`config.mk`:
```
export PLATFORM = sky130hd
export DESIGN_NAME = mult_seq_param
export DESIGN_NICKNAME = d
export VERILOG_FILES = /design/src/rtl/mult_pkg.sv /design/src/rtl/mult_seq_ctrl.sv /design/src/rtl/mult_seq_param.sv
export SDC_FILE = /design/constraint.sdc
export NUM_CORES = 1
export LEC_CHECK = 0
export ABC_AREA = 1
export CAP_MARGIN = 10
export CORE_AREA = 2 2 204 106
export CTS_CLUSTER_DIAMETER = 100
export CTS_CLUSTER_SIZE = 10
export DETAILED_ROUTE_END_ITERATION = 6
export DIE_AREA = 0 0 206 108
export PLACE_DENSITY = 0.62
export SYNTH_ARGS = -nofsm -noshare
export SYNTH_HDL_FRONTEND = slang
export SYNTH_SLANG_ARGS = --single-unit
```
`constraint.sdc`:
```
create_clock -name i_clk -period 4.3 [get_ports i_clk]
set_input_delay 0.43 -clock i_clk [delete_from_list [all_inputs] [get_ports i_clk]]
set_output_delay 0.43 -clock i_clk [all_outputs]
set_load 0.01 [all_outputs]
```
`src/rtl/mult_pkg.sv`:
```
// Shared types and helpers for the sequential shift-add multiplier.
//  - state_t : controller state encoding
//  - clog2   : counter width helper usable in constant expressions
package mult_pkg;

  typedef enum logic [2:0] {
    ST_IDLE  = 3'd0,
    ST_CHECK = 3'd1,
    ST_SHIFT = 3'd2,
    ST_ADD   = 3'd3,
    ST_DONE  = 3'd4
  } state_t;

  // Smallest r with 2**r >= n.
  function automatic int unsigned clog2(input int unsigned n);
    int unsigned r;
    r = 0;
    for (int unsigned i = 0; i < 32; i++) begin
      if ((64'(1) << i) < 64'(n)) r = i + 1;
    end
    return r;
  endfunction

endpackage

```
`src/rtl/mult_seq_ctrl.sv`:
```
// Control FSM for the shift-add multiplier: sequences CHECK/ADD/SHIFT per
// multiplier bit, counts iterations and the DONE hold time.
// Ports:
//  i_clk, i_rst       clock, async active-high reset
//  i_init             start request (honoured in IDLE and DONE only)
//  i_b_lsb            current multiplier LSB
//  i_b_next_zero      multiplier is zero after the pending shift
//  o_load_c           accept operands this cycle (combinational strobe)
//  o_add_c            accumulate this cycle (combinational strobe)
//  o_sh_c             shift operands this cycle (combinational strobe)
//  o_fin_c            load product this cycle (combinational strobe)
//  o_busy, o_done     registered status
module mult_seq_ctrl
  import mult_pkg::*;
#(
  parameter int unsigned WIDTH     = 16,
  parameter int unsigned DONE_HOLD = 31
) (
  input  logic i_clk,
  input  logic i_rst,
  input  logic i_init,
  input  logic i_b_lsb,
  input  logic i_b_next_zero,
  output logic o_load_c,
  output logic o_add_c,
  output logic o_sh_c,
  output logic o_fin_c,
  output logic o_busy,
  output logic o_done
);

  localparam int unsigned IW = clog2(WIDTH);
  localparam int unsigned HW = clog2(DONE_HOLD + 1);

  state_t          r_state;
  state_t          w_next;
  logic [IW-1:0]   r_iter;
  logic [HW-1:0]   r_hold;
  logic            r_busy;
  logic            r_done;
  logic            w_iter_last;
  logic            w_hold_last;

  assign w_iter_last = (r_iter == IW'(WIDTH - 1));
  assign w_hold_last = (r_hold == HW'(DONE_HOLD - 1));

  // State register
  always_ff @(posedge i_clk or posedge i_rst) begin
    if (i_rst) r_state <= ST_IDLE;
    else       r_state <= w_next;
  end

  // Next-state and datapath strobes
  always_comb begin
    w_next   = r_state;
    o_load_c = 1'b0;
    o_add_c  = 1'b0;
    o_sh_c   = 1'b0;
    o_fin_c  = 1'b0;
    case (r_state)
      ST_IDLE: begin
        if (i_init) begin
          o_load_c = 1'b1;
          w_next   = ST_CHECK;
        end
      end
      ST_CHECK: w_next = i_b_lsb ? ST_ADD : ST_SHIFT;
      ST_ADD: begin
        o_add_c = 1'b1;
        w_next  = ST_SHIFT;
      end
      ST_SHIFT: begin
        o_sh_c = 1'b1;
        // Stop at the highest set multiplier bit, or after the last bit.
        if (i_b_next_zero || w_iter_last) begin
          o_fin_c = 1'b1;
          w_next  = ST_DONE;
        end else begin
          w_next  = ST_CHECK;
        end
      end
      ST_DONE: begin
        if (i_init) begin
          o_load_c = 1'b1;
          w_next   = ST_CHECK;
        end else if (w_hold_last) begin
          w_next   = ST_IDLE;
        end
      end
      default: w_next = ST_IDLE;
    endcase
  end

  // Iteration and hold counters
  always_ff @(posedge i_clk or posedge i_rst) begin
    if (i_rst) begin
      r_iter <= '0;
      r_hold <= '0;
    end else if (o_load_c) begin
      r_iter <= '0;
      r_hold <= '0;
    end else begin
      if (o_sh_c)              r_iter <= r_iter + IW'(1);
      if (r_state == ST_DONE)  r_hold <= r_hold + HW'(1);
    end
  end

  // Status flags registered from the next state so they align with the state register
  always_ff @(posedge i_clk or posedge i_rst) begin
    if (i_rst) begin
      r_busy <= 1'b0;
      r_done <= 1'b0;
    end else begin
      r_busy <= (w_next == ST_CHECK) || (w_next == ST_ADD) || (w_next == ST_SHIFT);
      r_done <= (w_next == ST_DONE);
    end
  end

  assign o_busy = r_busy;
  assign o_done = r_done;

endmodule

```
`src/rtl/mult_seq_param.sv`:
```
// Parametrised sequential shift-add multiplier with optional signed mode,
// early termination at the highest multiplier bit and busy/done handshake.
// Ports:
//  i_clk, i_rst     clock, async active-high reset
//  i_init           start request (IDLE or DONE only)
//  i_signed_mode    operands are two's complement (when SIGNED_EN=1)
//  i_a, i_b         multiplicand / multiplier, latched on accept
//  o_busy           high while computing
//  o_done           high while result is being presented
//  o_product        2*WIDTH-bit result, held until the next completion
module mult_seq_param
  import mult_pkg::*;
#(
  parameter int unsigned WIDTH     = 16,
  parameter int unsigned SIGNED_EN = 1,
  parameter int unsigned DONE_HOLD = 31
) (
  input  logic               i_clk,
  input  logic               i_rst,
  input  logic               i_init,
  input  logic               i_signed_mode,
  input  logic [WIDTH-1:0]   i_a,
  input  logic [WIDTH-1:0]   i_b,
  output logic               o_busy,
  output logic               o_done,
  output logic [2*WIDTH-1:0] o_product
);

  localparam int unsigned PW = 2 * WIDTH;

  logic [PW-1:0]    r_a;
  logic [WIDTH-1:0] r_b;
  logic [PW-1:0]    r_acc;
  logic             r_sgn;
  logic [PW-1:0]    r_product;

  logic             w_signed;
  logic [WIDTH-1:0] w_a_mag;
  logic [WIDTH-1:0] w_b_mag;
  logic             w_load;
  logic             w_add;
  logic             w_sh;
  logic             w_fin;
  logic             w_b_next_zero;

  // Magnitudes; the most negative value maps to 2**(WIDTH-1), still unsigned-representable
  assign w_signed      = (SIGNED_EN != 0) && i_signed_mode;
  assign w_a_mag       = (w_signed && i_a[WIDTH-1]) ? (WIDTH'(0) - i_a) : i_a;
  assign w_b_mag       = (w_signed && i_b[WIDTH-1]) ? (WIDTH'(0) - i_b) : i_b;
  assign w_b_next_zero = (r_b[WIDTH-1:1] == '0);

  mult_seq_ctrl #(
    .WIDTH     (WIDTH),
    .DONE_HOLD (DONE_HOLD)
  ) u_ctrl (
    .i_clk         (i_clk),
    .i_rst         (i_rst),
    .i_init        (i_init),
    .i_b_lsb       (r_b[0]),
    .i_b_next_zero (w_b_next_zero),
    .o_load_c      (w_load),
    .o_add_c       (w_add),
    .o_sh_c        (w_sh),
    .o_fin_c       (w_fin),
    .o_busy        (o_busy),
    .o_done        (o_done)
  );

  // Operand, accumulator and product registers
  always_ff @(posedge i_clk or posedge i_rst) begin
    if (i_rst) begin
      r_a       <= '0;
      r_b       <= '0;
      r_acc     <= '0;
      r_sgn     <= 1'b0;
      r_product <= '0;
    end else begin
      if (w_load) begin
        r_a   <= PW'(w_a_mag);
        r_b   <= w_b_mag;
        r_acc <= '0;
        r_sgn <= w_signed & (i_a[WIDTH-1] ^ i_b[WIDTH-1]);
      end else if (w_add) begin
        r_acc <= r_acc + r_a;
      end else if (w_sh) begin
        r_a <= r_a << 1;
        r_b <= r_b >> 1;
      end
      // Accumulator is already final when the last SHIFT is reached
      if (w_fin) r_product <= r_sgn ? (PW'(0) - r_acc) : r_acc;
    end
  end

  assign o_product = r_product;

endmodule

```
---- Word-level counts from Yosys, hierarchy flattened ----
Cells that the tools add are included.
operators by class
  add/subtract/negate cells ............... 6
  eq/ne operators ......................... 11
  multiplexer cells ....................... 27
  bitwise operators ....................... 2
  reduce and logical (&&, ||, !) cells .... 12
operators by type and width
  kind                   number
  $mux 32                6
  $mux 16                5
  $add 32x32->32         1
  $sub 1x16->16 const A  2
  $sub 1x32->32 const A  1
  $logic_not 15->1       1
  $pmux 3 s5             1
  $eq 3x2->1 const B     4
  $mux 3                 4
  $mux 5                 2
  $mux 4                 2
  $mux 1                 7
  $eq 3x1->1 const B     2
  $eq 3x3->1 const B     2
  $reduce_bool 2->1      3
  $add 5x1->5 const B    1
  $eq 5x5->1 const B     1
  $add 4x1->4 const B    1
  $eq 4x4->1 const B     1
  $logic_not 3->1        1
  $logic_or 1x1->1       3
  $logic_and 1x1->1      2
  $ne 2x1->1 const B     1
  $reduce_and 2->1       1
  3 further kinds        3
storage, ports and cells
  flip-flop bits (word level) ............. 127
  input bits .............................. 36
  word-level logic and storage cells ...... 68

---- Depth between registers and ports, before layout ----
  depth after elaboration ................. 7
  mapped depth ............................ 14
  mapped depth without buffers ............ 14

---- Cells and area by module ----
From an unflattened synthesis, not the netlist that was laid out.
second synthesis, totals
  cells, all modules ...................... 1409
  area total of the unflattened synthesis .. 9220.1 um^2
modules (own cells, without submodules)
  module          instances  cells each  area an instance (um^2)  sequential area each (um^2)
  mult_seq_param  1          1323        8488.1                   2827.7
  mult_seq_ctrl   1          86          732.0                    350.3

---- Worst setup path after synthesis ----
No wires, ideal clock.
  path kind ............................... reg-to-reg
  from .................................... register r_a[0]
  to ...................................... register r_acc[20]
  setup time .............................. 0.126 ns
  arrival time ............................ 1.670 ns
  path slack .............................. 2.504 ns
  cell stages (with the launch flop) ...... 14
  buffers on the path ..................... 0
  clock period less this slack ............ 1.796 ns
  path through ............................ dfrtp_1 -> ha_1 -> inv_1 -> fa_1 -> inv_1 -> nand3_1 -> nand3_1 -> nand2_1 -> nand3_1 -> nand2_1 -> nand2_1 -> nand2_1 -> nand3_1 -> o21ai_0
between the ends
  word-level cells in the longest chain between the ends .. 3
RTL lines
  what                    line                  text
  from (decl)             mult_seq_param.sv:31  logic [PW-1:0] r_a;
  from (signal assigned)  mult_seq_param.sv:79  r_a <= PW'(w_a_mag);
  from (signal assigned)  mult_seq_param.sv:86  r_a <= r_a << 1;
  $add 32x32->32          mult_seq_param.sv:84  r_acc <= r_acc + r_a;
  $mux 32                 mult_seq_param.sv:83  end else if (w_add) begin
  $mux 32                 mult_seq_param.sv:78  if (w_load) begin
  to (signal assigned)    mult_seq_param.sv:84
  to (decl)               mult_seq_param.sv:33  logic [PW-1:0] r_acc;
No other way between the ends. The select of a mux whose other input is x is not followed.
A chain may end at the register's enable or synchronous reset.

---- Final worst setup path ----
  from .................................... register u_ctrl.r_state[0]
  to ...................................... register r_b[0]
between the ends
  word-level cells in the longest chain between the ends .. 5
  elaborated cells on any way between the ends .. 12
RTL lines
  what                                                       line                  text
  from (decl)                                                mult_seq_ctrl.sv:35   state_t r_state;
  from (signal assigned)                                     mult_seq_ctrl.sv:50   else r_state <= w_next;
  $eq 3x3->1 or $logic_not 3->1 (tied branches)              mult_seq_ctrl.sv:60   case (r_state)
  $reduce_or 2->1 (no line)                                  n/a
  $mux 1                                                     n/a
  $ne 2x1->1 (no line) or $reduce_bool 2->1 (tied branches)  n/a
  $reduce_and 2->1 (no line)                                 n/a
  to (signal assigned)                                       mult_seq_param.sv:80  r_b <= w_b_mag;
  to (signal assigned)                                       mult_seq_param.sv:87  r_b <= r_b >> 1;
  to (decl)                                                  mult_seq_param.sv:32  logic [WIDTH-1:0] r_b;
Several ways; a longest one is shown, not always the timed one.

==> metrics.txt <==
chip width 206 µm; fraction of power consumed by sequential logic 30.2%; worst-path cell chain nor3_2 > inv_2 > nand2_2 > inv_2 > nand2_1 > o221ai_1; Reg-to-Reg Start u_ctrl.r_state[0]$_DFF_PP0_; fin crit period 2.75 ns; switching power 3.21 mW; H-tree lvl count 4; Area growth, synth to finish 16.1%; sequential-to-total area share from yosys stat 35.1%; ANT cells 0; Leakage 5.61 nW; initial antenna violation count 0; port bufs 69; vias in the first global route 8243; Crit path top cell by count inv_2; routed via count 8943; clock network power share 20.4%; status finished, final reports clean; WL final 25.4 mm; Post-synth EDFFs 0; vias per inst 5.16; CTS resizes 0; Worst R2R Path Depth 6; Final Hold Viols 0; antenna-violating nets left 0; Synth area leader dfrtp_1; distinct cell type count after synthesis 41; Area contributors post-synth dfrtp_1 35%, nand2_1 19%, inv_1 9.9%, nand3_1 6.7%, ha_1 5.1%; clock sinks 127; Die Ht 108 µm; CP max FO 45; Die ar. 22200 µm²; YS warnings 0; highest clock rate 0.364 GHz; Yosys top cell area share 35.1%; Setup crit end r_b[0]$_DFFE_PP0P_; crit path DAT 3.02 ns; count leader, synth nand2_1; Crit Path Class flip-flop to flip-flop; Final HPWL DP 19.6 mm; Rel. slew slack 37.1%; critical path depth 6; Core Region 20300 µm²; total grt overflow 0; RSZ-0062 raised after global routing false; Crit path max-delay family simple AND/OR/NAND/NOR gates; nets@finish 1522; largest net degree at the start of global routing 76; Hold Path Class flip-flop to flip-flop; initial core utilization 44.6%; PD cells 630 nW/µm²; Gate power share 49.4%; Layout Skew 0.0115 ns; Total GRT Usage 24.1%; Register-to-Register Setup Slack 1.55 ns; Slowest-stage cell, CP nand2_2; Worst-Skew Late Latency 0.43 ns; main flop type after synthesis dfrtp_1; min-delay src o_product[31]$_DFFE_PP0P_; Initial DRC Count 610; multi-input logic area 4780 µm²; clock root cell clkbuf_16; Yosys reg bits 127; worst path buffer plus inverter count 2; Sum Neg Setup Slack 0 ns; maximum VDD drop 304 µV; First-pass DRT Iterations 5; cell internal pwr 3.41 mW; worst-margin pin slew 0.944 ns; # IOs 70; Critical Path RT 4.57 ns; # rows 37; clock buffer depth 2; Critical R2R Capture r_b[0]$_DFFE_PP0P_; share of post-route cells with drive strength above 1 4.11%; Worst Setup End Kind flip-flop; hold_buf cts 0; Largest stage delay, worst path 0.63 ns; Net Sw Frac 48.5%; Placement Setup Slack 1.56 ns; CTS tree done; gp weighted congestion 0.928; asr flop ratio synth 100%; post-CTS setup buffers 0; max-slew violations 0; period utilisation layout 64.0%; Synth Instances 1390; Final setup violation count 0; Setup crit start u_ctrl.r_state[0]$_DFF_PP0_; # fillers 2065; startpoint types flip-flop; syn nets 1464; drt wl/cell 14.6 µm; mapped cell area 9050 µm²; final setup margin 1.55 ns; first-pass GRT wire length 42.1 mm; Max Cap Viol 0; commonest cells in the netlist 458 x nand2_1, 239 x inv_1, 127 x dfrtp_1; clock slew at reported path FFs 0.06 ns; flip-flop and latch area 3180 µm²; total CTS buffers 17; Mapped Avg Cell Area 6.51 µm²; Remaining DRCs 0
## worst min path at each step
| stage | to | slack [ns] | cells past startpoint |
|---|---|---|---|
| final | o_product[31]$_DFFE_PP0P_ | 0.48 | 2 |
| after global routing | o_product[24]$_DFFE_PP0P_ | 0.50 | 2 |
| after CTS | o_product[24]$_DFFE_PP0P_ | 0.48 | 2 |
| after detailed placement | o_product[15]$_DFFE_PP0P_ | 0.47 | 2 |
| after global placement | o_product[13]$_DFFE_PP0P_ | 0.47 | 2 |
| after floorplan | r_b[9]$_DFFE_PP0P_ | 0.45 | 2 |
## per-layer routing
metal	global-route usage (%)	wire, µm
met1	35.6	12400
met2	36.9	10900
met3	3.89	1740
met5	0	0
met4	5.46	300
## kinds of logic (layout without fill, tap and decap cells)
family | count (synthesis) | after routing | synth area share, %
AND/OR/NAND/NOR | 722 | 722 | 33.0
buffers and inverters | 279 | 350 | 12.0
AO/OA/AOI/OAI | 197 | 197 | 11.9
flip-flops | 127 | 127 | 35.1
adder cells (fa/ha/maj) | 38 | 38 | 5.34
XOR/XNOR | 27 | 27 | 2.61
## tightest hold or removal path, stage by stage, from the launching register on
cell	delay, ns
dfrtp_1	0.34
nand2_1	0.06
nand2_1	0.05
## placed cells by master (no fill, tap or decap), types with 20 or more instances in the layout
cell | netlist | final
clkdlybuf4s50_1 | 0 | 69
xor2_1 | 26 | 26
nand3_1 | 121 | 121
a21oi_1 | 43 | 43
nor2_1 | 93 | 93
ha_1 | 37 | 37
dfrtp_1 | 127 | 127
o22ai_1 | 28 | 28
o21ai_1 | 20 | 20
nand2_1 | 458 | 458
inv_1 | 239 | 238
o21ai_0 | 85 | 85
## sequential cells by signal, indices dropped and copies added (netlist names)
name and cells:
o_product 32, r_a 32, r_acc 32, r_b 16, u_ctrl.r_hold 5, u_ctrl.r_iter 4, u_ctrl.r_state 3, r_sgn 1
u_ctrl.o_busy 1, u_ctrl.o_done 1
## cell type report
cell class	instances	area share [%]
Clock buffer	19	4.22
Clock inverter	13	1.00
Inverter	245	8.78
Multi-Input combinational cell	984	45.5
Sequential cell	127	30.3
Tap cell	273	3.25
Timing Repair Buffer	73	6.98
## per-stage QoR
step,power (mW),cell area (µm²),hold WS [ns],cells,util [%]
6_report,6.62,10500,0.481,1734,51.8
2_1_floorplan,4.30,9050,0.449,1390,-
4_1_cts,6.61,10500,0.484,1734,51.8
3_3_place_gp,5.15,9960,0.465,1702,49.1
5_1_grt,7.21,10500,0.499,1734,51.8
3_5_place_dp,5.22,9960,0.467,1702,49.1
## power by group through the flow
stage / combinational, mW / sequential, mW / clock (mW)
detailed placement: 3.22 / 2.00 / 0
CTS: 3.24 / 1.99 / 1.37
global route: 3.75 / 2.04 / 1.42
finish: 3.27 / 2.00 / 1.35
floorplan: 2.48 / 1.82 / 0
global placement: 3.15 / 2.00 / 0
Power figures use the tool's default switching activity.
